## src/rtl/sram_rd_sched_if.sv

```systemverilog
// Requester, read-return and write-channel bundle of the burst read scheduler.
// The master side drives requests and writes; the slave side is the scheduler.
interface sram_rd_sched_if #(
    parameter int unsigned WWORD = 32,
    parameter int unsigned WADDR = 5,
    parameter int unsigned NREQ  = 4,
    parameter int unsigned WLEN  = 4
);
    logic [NREQ-1:0]       req;
    logic [NREQ*WADDR-1:0] req_addr;
    logic [NREQ*WLEN-1:0]  req_len;
    logic [NREQ-1:0]       gnt;
    logic                  busy;
    logic                  rvalid;
    logic [2:0]            rid;
    logic                  rlast;
    logic [WWORD-1:0]      rdata;
    logic                  wr_valid;
    logic [WADDR-1:0]      wr_addr;
    logic [WWORD-1:0]      wr_data;
    logic                  wr_err;

    modport master (
        output req, req_addr, req_len, wr_valid, wr_addr, wr_data,
        input  gnt, busy, rvalid, rid, rlast, rdata, wr_err
    );

    modport slave (
        input  req, req_addr, req_len, wr_valid, wr_addr, wr_data,
        output gnt, busy, rvalid, rid, rlast, rdata, wr_err
    );
endinterface

```

## src/rtl/sram_rd_sched.sv

```systemverilog
// Burst read scheduler for one dual-port SRAM: round-robin burst arbitration on
// read port A with tagged returns, plus a checked pass-through write on port B.
module sram_rd_sched #(
    parameter int unsigned WWORD = 32,
    parameter int unsigned WADDR = 5,
    parameter int unsigned DEPTH = 24,
    parameter int unsigned NREQ  = 4,
    parameter int unsigned WLEN  = 4
) (
    input  logic             clk,
    input  logic             rst,
    sram_rd_sched_if.slave   bus,
    output logic [WADDR-1:0] sram_aa,
    output logic             sram_cena,
    input  logic [WWORD-1:0] sram_qa,
    output logic [WADDR-1:0] sram_ab,
    output logic [WWORD-1:0] sram_db,
    output logic             sram_cenb
);
    typedef enum logic [0:0] {StIdle, StBurst} state_e;

    state_e           state_q, state_d;
    logic [NREQ-1:0]  gnt_q, gnt_d;
    logic [2:0]       ptr_q, ptr_d;
    logic [2:0]       owner_q, owner_d;
    logic [WADDR-1:0] addr_q, addr_d;
    logic [WLEN-1:0]  cnt_q, cnt_d;
    logic             rvalid_q, rvalid_d;
    logic             rlast_q, rlast_d;
    logic [2:0]       rid_q, rid_d;
    logic             wr_err_q;

    logic [7:0]       req_pad;
    logic             found;
    logic [2:0]       win;
    logic [2:0]       idx;
    logic [WADDR-1:0] sel_addr;
    logic [WLEN-1:0]  sel_len;

    assign req_pad = 8'(bus.req);

    // Round-robin search starting at the pointer, wrapping at NREQ.
    always_comb begin
        found = 1'b0;
        win   = '0;
        idx   = '0;
        for (int unsigned k = 0; k < NREQ; k++) begin
            idx = 3'((32'(ptr_q) + k) % NREQ);
            if (!found && req_pad[idx]) begin
                found = 1'b1;
                win   = idx;
            end
        end
    end

    always_comb begin
        sel_addr = '0;
        sel_len  = '0;
        for (int unsigned i = 0; i < NREQ; i++) begin
            if (3'(i) == win) begin
                sel_addr = bus.req_addr[i*WADDR +: WADDR];
                sel_len  = bus.req_len[i*WLEN +: WLEN];
            end
        end
    end

    always_comb begin
        state_d   = state_q;
        gnt_d     = '0;
        ptr_d     = ptr_q;
        owner_d   = owner_q;
        addr_d    = addr_q;
        cnt_d     = cnt_q;
        rvalid_d  = 1'b0;
        rlast_d   = 1'b0;
        rid_d     = rid_q;
        sram_cena = 1'b1;
        sram_aa   = addr_q;
        unique case (state_q)
            StIdle: begin
                if (found) begin
                    state_d = StBurst;
                    for (int unsigned i = 0; i < NREQ; i++) begin
                        gnt_d[i] = (3'(i) == win);
                    end
                    ptr_d   = (win == 3'(NREQ - 1)) ? 3'd0 : win + 3'd1;
                    owner_d = win;
                    // Illegal start addresses restart the burst at word 0.
                    addr_d  = (32'(sel_addr) >= DEPTH) ? '0 : sel_addr;
                    cnt_d   = sel_len;
                end
            end
            StBurst: begin
                sram_cena = 1'b0;
                rvalid_d  = 1'b1;
                rid_d     = owner_q;
                rlast_d   = (cnt_q == '0);
                addr_d    = (32'(addr_q) == DEPTH - 1) ? '0 : addr_q + 1'b1;
                cnt_d     = cnt_q - 1'b1;
                if (cnt_q == '0) begin
                    state_d = StIdle;
                end
            end
            default: state_d = StIdle;
        endcase
    end

    always_ff @(posedge clk or posedge rst) begin
        if (rst) begin
            state_q  <= StIdle;
            gnt_q    <= '0;
            ptr_q    <= '0;
            owner_q  <= '0;
            addr_q   <= '0;
            cnt_q    <= '0;
            rvalid_q <= 1'b0;
            rlast_q  <= 1'b0;
            rid_q    <= '0;
            wr_err_q <= 1'b0;
        end else begin
            state_q  <= state_d;
            gnt_q    <= gnt_d;
            ptr_q    <= ptr_d;
            owner_q  <= owner_d;
            addr_q   <= addr_d;
            cnt_q    <= cnt_d;
            rvalid_q <= rvalid_d;
            rlast_q  <= rlast_d;
            rid_q    <= rid_d;
            wr_err_q <= bus.wr_valid & (32'(bus.wr_addr) >= DEPTH);
        end
    end

    assign bus.gnt    = gnt_q;
    assign bus.busy   = (state_q == StBurst) | rvalid_q;
    assign bus.rvalid = rvalid_q;
    assign bus.rid    = rid_q;
    assign bus.rlast  = rlast_q;
    assign bus.rdata  = sram_qa;
    assign bus.wr_err = wr_err_q;

    // The SRAM itself drops out-of-range writes; wr_err only reports them.
    assign sram_cenb = ~bus.wr_valid;
    assign sram_ab   = bus.wr_addr;
    assign sram_db   = bus.wr_data;
endmodule
```

## src/flat_wrapper.sv

```systemverilog
// flat-port wrapper written by rule: the top's interface ports become plain ports
module sram_rd_sched_flat 
#(
    parameter int unsigned WWORD = 32,
    parameter int unsigned WADDR = 5,
    parameter int unsigned DEPTH = 24,
    parameter int unsigned NREQ  = 4,
    parameter int unsigned WLEN  = 4
)
  (clk, rst, sram_aa, sram_cena, sram_qa, sram_ab, sram_db, sram_cenb, bus_req, bus_req_addr, bus_req_len, bus_wr_valid, bus_wr_addr, bus_wr_data, bus_gnt, bus_busy, bus_rvalid, bus_rid, bus_rlast, bus_rdata, bus_wr_err);
  sram_rd_sched_if #(.WWORD(WWORD), .WADDR(WADDR), .NREQ(NREQ), .WLEN(WLEN)) bus_i ();
  input  logic clk;
  input  logic rst;
  output logic [WADDR-1:0] sram_aa;
  output logic sram_cena;
  input  logic [WWORD-1:0] sram_qa;
  output logic [WADDR-1:0] sram_ab;
  output logic [WWORD-1:0] sram_db;
  output logic sram_cenb;
  input wire logic [$bits(bus_i.req)-1:0] bus_req;
  input wire logic [$bits(bus_i.req_addr)-1:0] bus_req_addr;
  input wire logic [$bits(bus_i.req_len)-1:0] bus_req_len;
  input wire logic [$bits(bus_i.wr_valid)-1:0] bus_wr_valid;
  input wire logic [$bits(bus_i.wr_addr)-1:0] bus_wr_addr;
  input wire logic [$bits(bus_i.wr_data)-1:0] bus_wr_data;
  output wire logic [$bits(bus_i.gnt)-1:0] bus_gnt;
  output wire logic [$bits(bus_i.busy)-1:0] bus_busy;
  output wire logic [$bits(bus_i.rvalid)-1:0] bus_rvalid;
  output wire logic [$bits(bus_i.rid)-1:0] bus_rid;
  output wire logic [$bits(bus_i.rlast)-1:0] bus_rlast;
  output wire logic [$bits(bus_i.rdata)-1:0] bus_rdata;
  output wire logic [$bits(bus_i.wr_err)-1:0] bus_wr_err;
  assign bus_i.req = bus_req;
  assign bus_i.req_addr = bus_req_addr;
  assign bus_i.req_len = bus_req_len;
  assign bus_i.wr_valid = bus_wr_valid;
  assign bus_i.wr_addr = bus_wr_addr;
  assign bus_i.wr_data = bus_wr_data;
  assign bus_gnt = bus_i.gnt;
  assign bus_busy = bus_i.busy;
  assign bus_rvalid = bus_i.rvalid;
  assign bus_rid = bus_i.rid;
  assign bus_rlast = bus_i.rlast;
  assign bus_rdata = bus_i.rdata;
  assign bus_wr_err = bus_i.wr_err;
  sram_rd_sched #(.WWORD(WWORD), .WADDR(WADDR), .DEPTH(DEPTH), .NREQ(NREQ), .WLEN(WLEN)) u_core (.clk(clk), .rst(rst), .bus(bus_i), .sram_aa(sram_aa), .sram_cena(sram_cena), .sram_qa(sram_qa), .sram_ab(sram_ab), .sram_db(sram_db), .sram_cenb(sram_cenb));
endmodule
```

## config.mk

```make
export PLATFORM = sky130hd
export DESIGN_NAME = sram_rd_sched_flat
export DESIGN_NICKNAME = d
export VERILOG_FILES = /design/src/rtl/sram_rd_sched_if.sv /design/src/rtl/sram_rd_sched.sv /design/src/flat_wrapper.sv
export SDC_FILE = /design/constraint.sdc
export NUM_CORES = 1
export LEC_CHECK = 0
export ABC_AREA = 1
export CAP_MARGIN = 20
export CORE_MARGIN = 2
export CORE_UTILIZATION = 35
export DETAILED_ROUTE_END_ITERATION = 7
export PLACE_DENSITY = 0.88
export SYNTH_ARGS = -nofsm -noshare
export SYNTH_HDL_FRONTEND = slang
export SYNTH_SLANG_ARGS = --single-unit
```

## constraint.sdc

```tcl
create_clock -name clk -period 5.1 [get_ports clk]
set_clock_uncertainty 0.15 [all_clocks]
set_input_delay 1.275 -clock clk [delete_from_list [all_inputs] [get_ports clk]]
set_output_delay 1.275 -clock clk [all_outputs]
set_load 0.05 [all_outputs]
```

Word level (Yosys, flattened, before mapping)
Cells that the tools add are included.

Word-level logic and storage cells: 80. Output and inout bits: 87. Input port bits: 112. Register bits after elaboration: 25.

Magnitude comparators: 6. Reduce and logical (&&, ||, !) cells: 9. Equal/unequal tests: 6. Add/sub/neg operators: 6. Mux-type cells: 39. Bitwise gates (word level): 4.

Operator list (count): $mux W5 (7); $mux W4 (7); $lt A2 B4 Y1 const B (4); $mux W1 (13); $ge A5 B5 Y1 const B (2); $pmux W5 S2 (1); $mux W3 (3); $bmux W1 S2 (4); $pmux W4 S2 (1); $eq A2 B3 Y1 const A (2); $add A5 B1 Y5 const B (1); $eq A5 B5 Y1 const B (1); $add A2 B1 Y2 const B (2); $add A2 B2 Y2 const B (2); $logic_not A4 Y1 (1); $mux W2 (2); $sub A4 B1 Y4 const B (1); $eq A1 B3 Y1 const A (1); $eq A3 B2 Y1 const B (1); $logic_and A1 B1 Y1 (3); $logic_not A1 Y1 (3); $logic_not A3 Y1 (1); $ne A2 B1 Y1 const B (1); $not A1 Y1 (2); 4 further kinds (4).

Longest topological paths before layout
Word-level depth: 21. Gate-level depth with buffers: 24. Gate-level depth less buffers: 24.

Worst setup path before layout
No wires, ideal clock.

Kind: input to register. Start point: input port bus_req[0]. End point: register u_core.cnt_q[3]. Cell stages on the path: 20. Setup time: 121 ps. Path buffers: 2. Required time: 4829 ps. Slack: 1754 ps. Arrival time: 3075 ps. Cell sequence: inv_1 -> nand2_1 -> nand2_1 -> o21ai_4 -> nand2_1 -> nand3_1 -> nand2_1 -> a21oi_2 -> inv_1 -> ha_1 -> buf_2 -> inv_1 -> buf_2 -> nand2_1 -> a21oi_1 -> o21ai_0 -> nand2_1 -> o21ai_0 -> nand2_1 -> o21ai_1.

Longest elaborated chain between the ends: 19. Elaborated cells on any way between the ends: 33. Those cells by class: eq/ne (4); mux (22); reduce/logical (7).

RTL lines: from (decl) (line flat_wrapper.sv:20) `input wire logic [$bits(bus_i.req)-1:0] bus_req;`; $bmux W1 S2 (line sram_rd_sched.sv:49) `if (!found && req_pad[idx]) begin`; $mux W1 (implied by the code) (line sram_rd_sched.sv:49); $mux W1 (line sram_rd_sched.sv:49); $logic_not A1 Y1 (line sram_rd_sched.sv:49); $logic_and A1 B1 Y1 (line sram_rd_sched.sv:49); $mux W1 (line sram_rd_sched.sv:49); $logic_not A1 Y1 (line sram_rd_sched.sv:49); $logic_and A1 B1 Y1 (line sram_rd_sched.sv:49); [... 2 more ...]; $logic_and A1 B1 Y1 (line sram_rd_sched.sv:49); $mux W3 * (line sram_rd_sched.sv:49); named net u_core.win[0] (line sram_rd_sched.sv:35) `logic [2:0] win;`; $logic_not A3 Y1 (line sram_rd_sched.sv:60) `if (3'(i) == win) begin`; $mux W4 (3 in a row) (line sram_rd_sched.sv:60); $mux W4 * (line sram_rd_sched.sv:60); $mux W4 * (line sram_rd_sched.sv:81) `if (found) begin`; $pmux W4 S2 * (line sram_rd_sched.sv:79) `unique case (state_q)`; to (signal assigned) (line sram_rd_sched.sv:126) `cnt_q <= cnt_d;`; to (decl) (line sram_rd_sched.sv:27) `logic [WLEN-1:0] cnt_q, cnt_d;`.

The timed path passes the listed nets; every way through them passes the cells marked *. The select of a mux whose other input is x is not followed. A chain may end at the register's enable or synchronous reset.

Final worst setup path
Start point: input port bus_req[1]. End point: register u_core.addr_q[2] (netlist: u_core.sram_aa[2]).

Longest elaborated chain between the ends: 21. Elaborated cells on any way between the ends: 35. Those cells by class: order compare (1); eq/ne (4); mux (23); reduce/logical (7).

RTL lines: $bmux W1 S2 (line sram_rd_sched.sv:49); $mux W1 (implied by the code) (line sram_rd_sched.sv:49); $mux W1 (line sram_rd_sched.sv:49); $logic_not A1 Y1 (line sram_rd_sched.sv:49); $logic_and A1 B1 Y1 (line sram_rd_sched.sv:49); $mux W1 (line sram_rd_sched.sv:49); $logic_not A1 Y1 (line sram_rd_sched.sv:49); $logic_and A1 B1 Y1 (line sram_rd_sched.sv:49); [... 4 more ...]; named net u_core.win[0] (line sram_rd_sched.sv:35); $logic_not A3 Y1 (line sram_rd_sched.sv:60); $mux W5 (3 in a row) (line sram_rd_sched.sv:60); $mux W5 * (line sram_rd_sched.sv:60); $ge A5 B5 Y1 (line sram_rd_sched.sv:89) `addr_d = (32'(sel_addr) >= DEPTH) ? '0 : sel_addr;`; $mux W5 * (line sram_rd_sched.sv:89); $mux W5 * (line sram_rd_sched.sv:81); $pmux W5 S2 * (line sram_rd_sched.sv:79); to (signal assigned) (line sram_rd_sched.sv:125) `addr_q <= addr_d;`; to (decl) (line sram_rd_sched.sv:26) `logic [WADDR-1:0] addr_q, addr_d;`.

Marked as above.

==> results.py <==
metrics = {
    "cells_and_area": {
        "nets": 440,
        "fillers": 649,
        "regArea_um2": 575.6,
        "drive_above_1_share_pct": 7.813,
        "design_area_um2": 2474,
        "antennaDiodeCount": 0,
        "multi_input_area_um2": 1015,
        "syn_to_final_growth_pct": 9.226,
    },
    "sta": {
        "maxSlewViolCount": 0,
        "setup_viol": 0,
        "rsz0062_at_grt": "false",
        "final_hold_viol_count": 0,
        "fin_tns_setup_ns": 0,
        "fmax_ghz": 0.2460,
        "fin_crit_sh_pct": 79.71,
        "period_needed_ns": 4.065,
        "max-slew-margin-rel_pct": 42.19,
        "worst_slew_pin_slew_ns": 0.8662,
    },
    "routing": {
        "dr.max_layer_used": "met4",
        "met1_length_um": 2185,
        "wirelength_um": 5439,
        "wl_met2_um": 2651,
        "routedWlPerCell_um": 13.70,
        "initialDrtViolationCount": 69,
        "dr.pass1.iters": 4,
        "drc": 0,
        "vias": 1952,
        "routed_via_density": 4.917,
        "ant_nets": 0,
        "route.met3.wl_um": 441,
    },
    "worst_setup_path": {
        "cp-end-kind": "flip-flop",
        "cp.arrival_ns": 4.08,
        "path_max_fanout": 11,
        "cp_data_required_time_ns": 5.12,
        "r2r_slack_ns": 1.78,
        "cp-start-kind": "input pin",
        "critPathKind": "input pin to flip-flop",
    },
    "global_route": {
        "track_usage_pct": 15.32,
        "grt_max_degree": 24,
        "overflow": 0,
        "grt_pass1_vias": 1897,
        "antenna_found_initial": 0,
        "grt_pass1_wl_um": 8914,
    },
    "logic_synthesis": {
        "synth_area_per_cell_um2": 6.863,
        "ys_warn_count": 0,
        "synth-seq-cells": 23,
        "synth_edf_count": 0,
        "synth.area.top_cells": "dfrtp_1 (25%), buf_4 (23%), nand2_1 (15%)",
        "synthArstFlopShare_pct": 100.0,
        "netlist.top_cell.by_area": "dfrtp_1",
        "yosys-top-cells-count": "nand2_1 (93), buf_4 (70), inv_1 (26)",
        "synth_top_area_share_pct": 25.41,
        "synth_cell_types": 31,
        "seq_area_frac_synth_pct": 25.41,
        "syn-num-nets": 449,
        "synth.most_common_cell": "nand2_1",
        "syn_inst": 330,
        "syn_area_um2": 2265,
        "synth_ff_type": "dfrtp_1",
    },
    "clock_network": {
        "cts_hold_repair.buffers": 0,
        "htreeDepth": 1,
        "cts_made_buffers": 3,
        "postCtsSetupBuffers": 0,
        "cts_resized": 0,
        "cts_tree": "done",
        "cts_sinks": 23,
        "clockBufferDepth": 2,
        "cts-root-buf": "clkbuf_8",
        "clkTransAtPathRegs_ns": 0.08,
        "clkLatencyLatePin_ns": 0.27,
    },
    "worst_hold_path": {
        "hold_class": "flip-flop to flip-flop",
    },
    "die": {
        "io_pins": 199,
        "coreArea_um2": 6314,
        "die_area_um2": 7130,
        "placement_rows": 29,
        "fp.dieW_um": 84.44,
        "die_h_um": 84.44,
        "initial_utilization_pct": 35.87,
    },
    "power": {
        "p_leak_nw": 1.182,
        "vdd_drop_max_mv": 0.3187,
        "power.density_nw_per_um2": 722.7,
        "p_total_mw": 1.788,
    },
    "place": {
        "hpwl_um": 4426,
        "numPortBuffers": 63,
        "post_dp_cell_area_um2": 2429,
        "place_congestion": 0.9402,
    },
    "job": {
        "cap_violations": 0,
    },
    "run_status": {
        "status": "complete, no violations",
    },
}
## cell families (layout without fill, tap and decap cells)
logic type                 Yosys count  in the layout  share of synthesized area [%]
DFF                                 23             23                          25.41
buffers and inverters              106             96                          29.78
other                                1              1                         0.1656
xor gates and xnor gates             1              1                         0.3868
adders and majority gates            7              7                          3.867
AOI/OAI and AO/OA                   36             36                          9.558
and+or+nand+nor                    156            156                          30.83
## power breakdown
| part | switching (mW) | total (mW) | internal, mW |
|---|---|---|---|
| Combinational | 0.886 | 1.34 | 0.455 |
| Clock | 0.0601 | 0.116 | 0.0560 |
| Sequential | 0.0741 | 0.330 | 0.256 |
## registers in the layout, indices dropped and copies added, names as in the netlist
name,count
u_core.bus.gnt,4
u_core.bus.rid,2
u_core.bus.rlast,1
u_core.bus.rvalid,1
u_core.bus.wr_err,1
u_core.cnt_q,4
u_core.owner_q,2
u_core.ptr_q,2
u_core.sram_aa,5
u_core.state_q,1
## worst max-delay path: stages
cell and delay [ns]:
clkdlybuf4s50_1 0.49, inv_1 0.06, nand2_1 0.09, nand2_1 0.10, o21ai_4 0.20, nand2_1 0.10
nand2_1 0.06, nand2_1 0.04, nand2_1 0.10, a21oi_2 0.07, ha_1 0.34, nor2_1 0.45
nand2_1 0.09, nand2_1 0.09, nand3_1 0.06, nand2_1 0.09, nand2_1 0.09, nand3_1 0.09
nand2_1 0.05, nand2_1 0.06, nand2_1 0.05
## layout by cell type (no fill, tap or decap), types with 6 or more instances in the layout
| master | n |
|---|---|
| nand2_2 | 6 |
| clkdlybuf4s50_1 | 63 |
| ha_1 | 7 |
| a21oi_1 | 10 |
| nor2_1 | 24 |
| inv_1 | 26 |
| nand2_1 | 93 |
| o21ai_0 | 15 |
| nand3_1 | 19 |
| dfrtp_1 | 23 |
## cell type report
class	count	area share (%)
multi-input combinational	201	41.02
inverter	29	4.502
tap	77	3.895
clock buffer	4	1.821
timing repair buffer	63	25.49
sequential	23	23.27
## metal layers
layer  vias up  track usage, %
met5         -               0
met4         0           7.215
met3        17           4.228
met2       118           26.05
met1       877           17.88
li1        940               -
## path summary, 6_finish.rpt
check / start / end / cells past startpoint
worst max-delay path: bus_req[1] / u_core.sram_aa[2] / 21
worst min-delay path: u_core.cnt_q[3] / u_core.bus.rlast / 1
worst max register to register: u_core.ptr_q[0] / u_core.sram_aa[2] / 20
min in group asynchronous: rst / u_core.bus.rid[1] / 2
worst min register to register: u_core.cnt_q[3] / u_core.bus.rlast / 1
max in group asynchronous: rst / u_core.bus.rlast / 2
## metrics by stage
step | cells | hold slack (ns) | utilization, % | setup slack, ns
2_1_floorplan | 330 | 0.2677 | - | 1.754
3_3_place_gp | 393 | 0.2994 | 38.47 | 0.9366
3_5_place_dp | 393 | 0.3088 | 38.47 | 0.7851
4_1_cts | 397 | 0.3205 | 39.18 | 1.075
5_1_grt | 397 | 0.3530 | 39.18 | 0.6826
6_report | 397 | 0.3276 | 39.18 | 1.035
(Power assumes the default switching activity.)
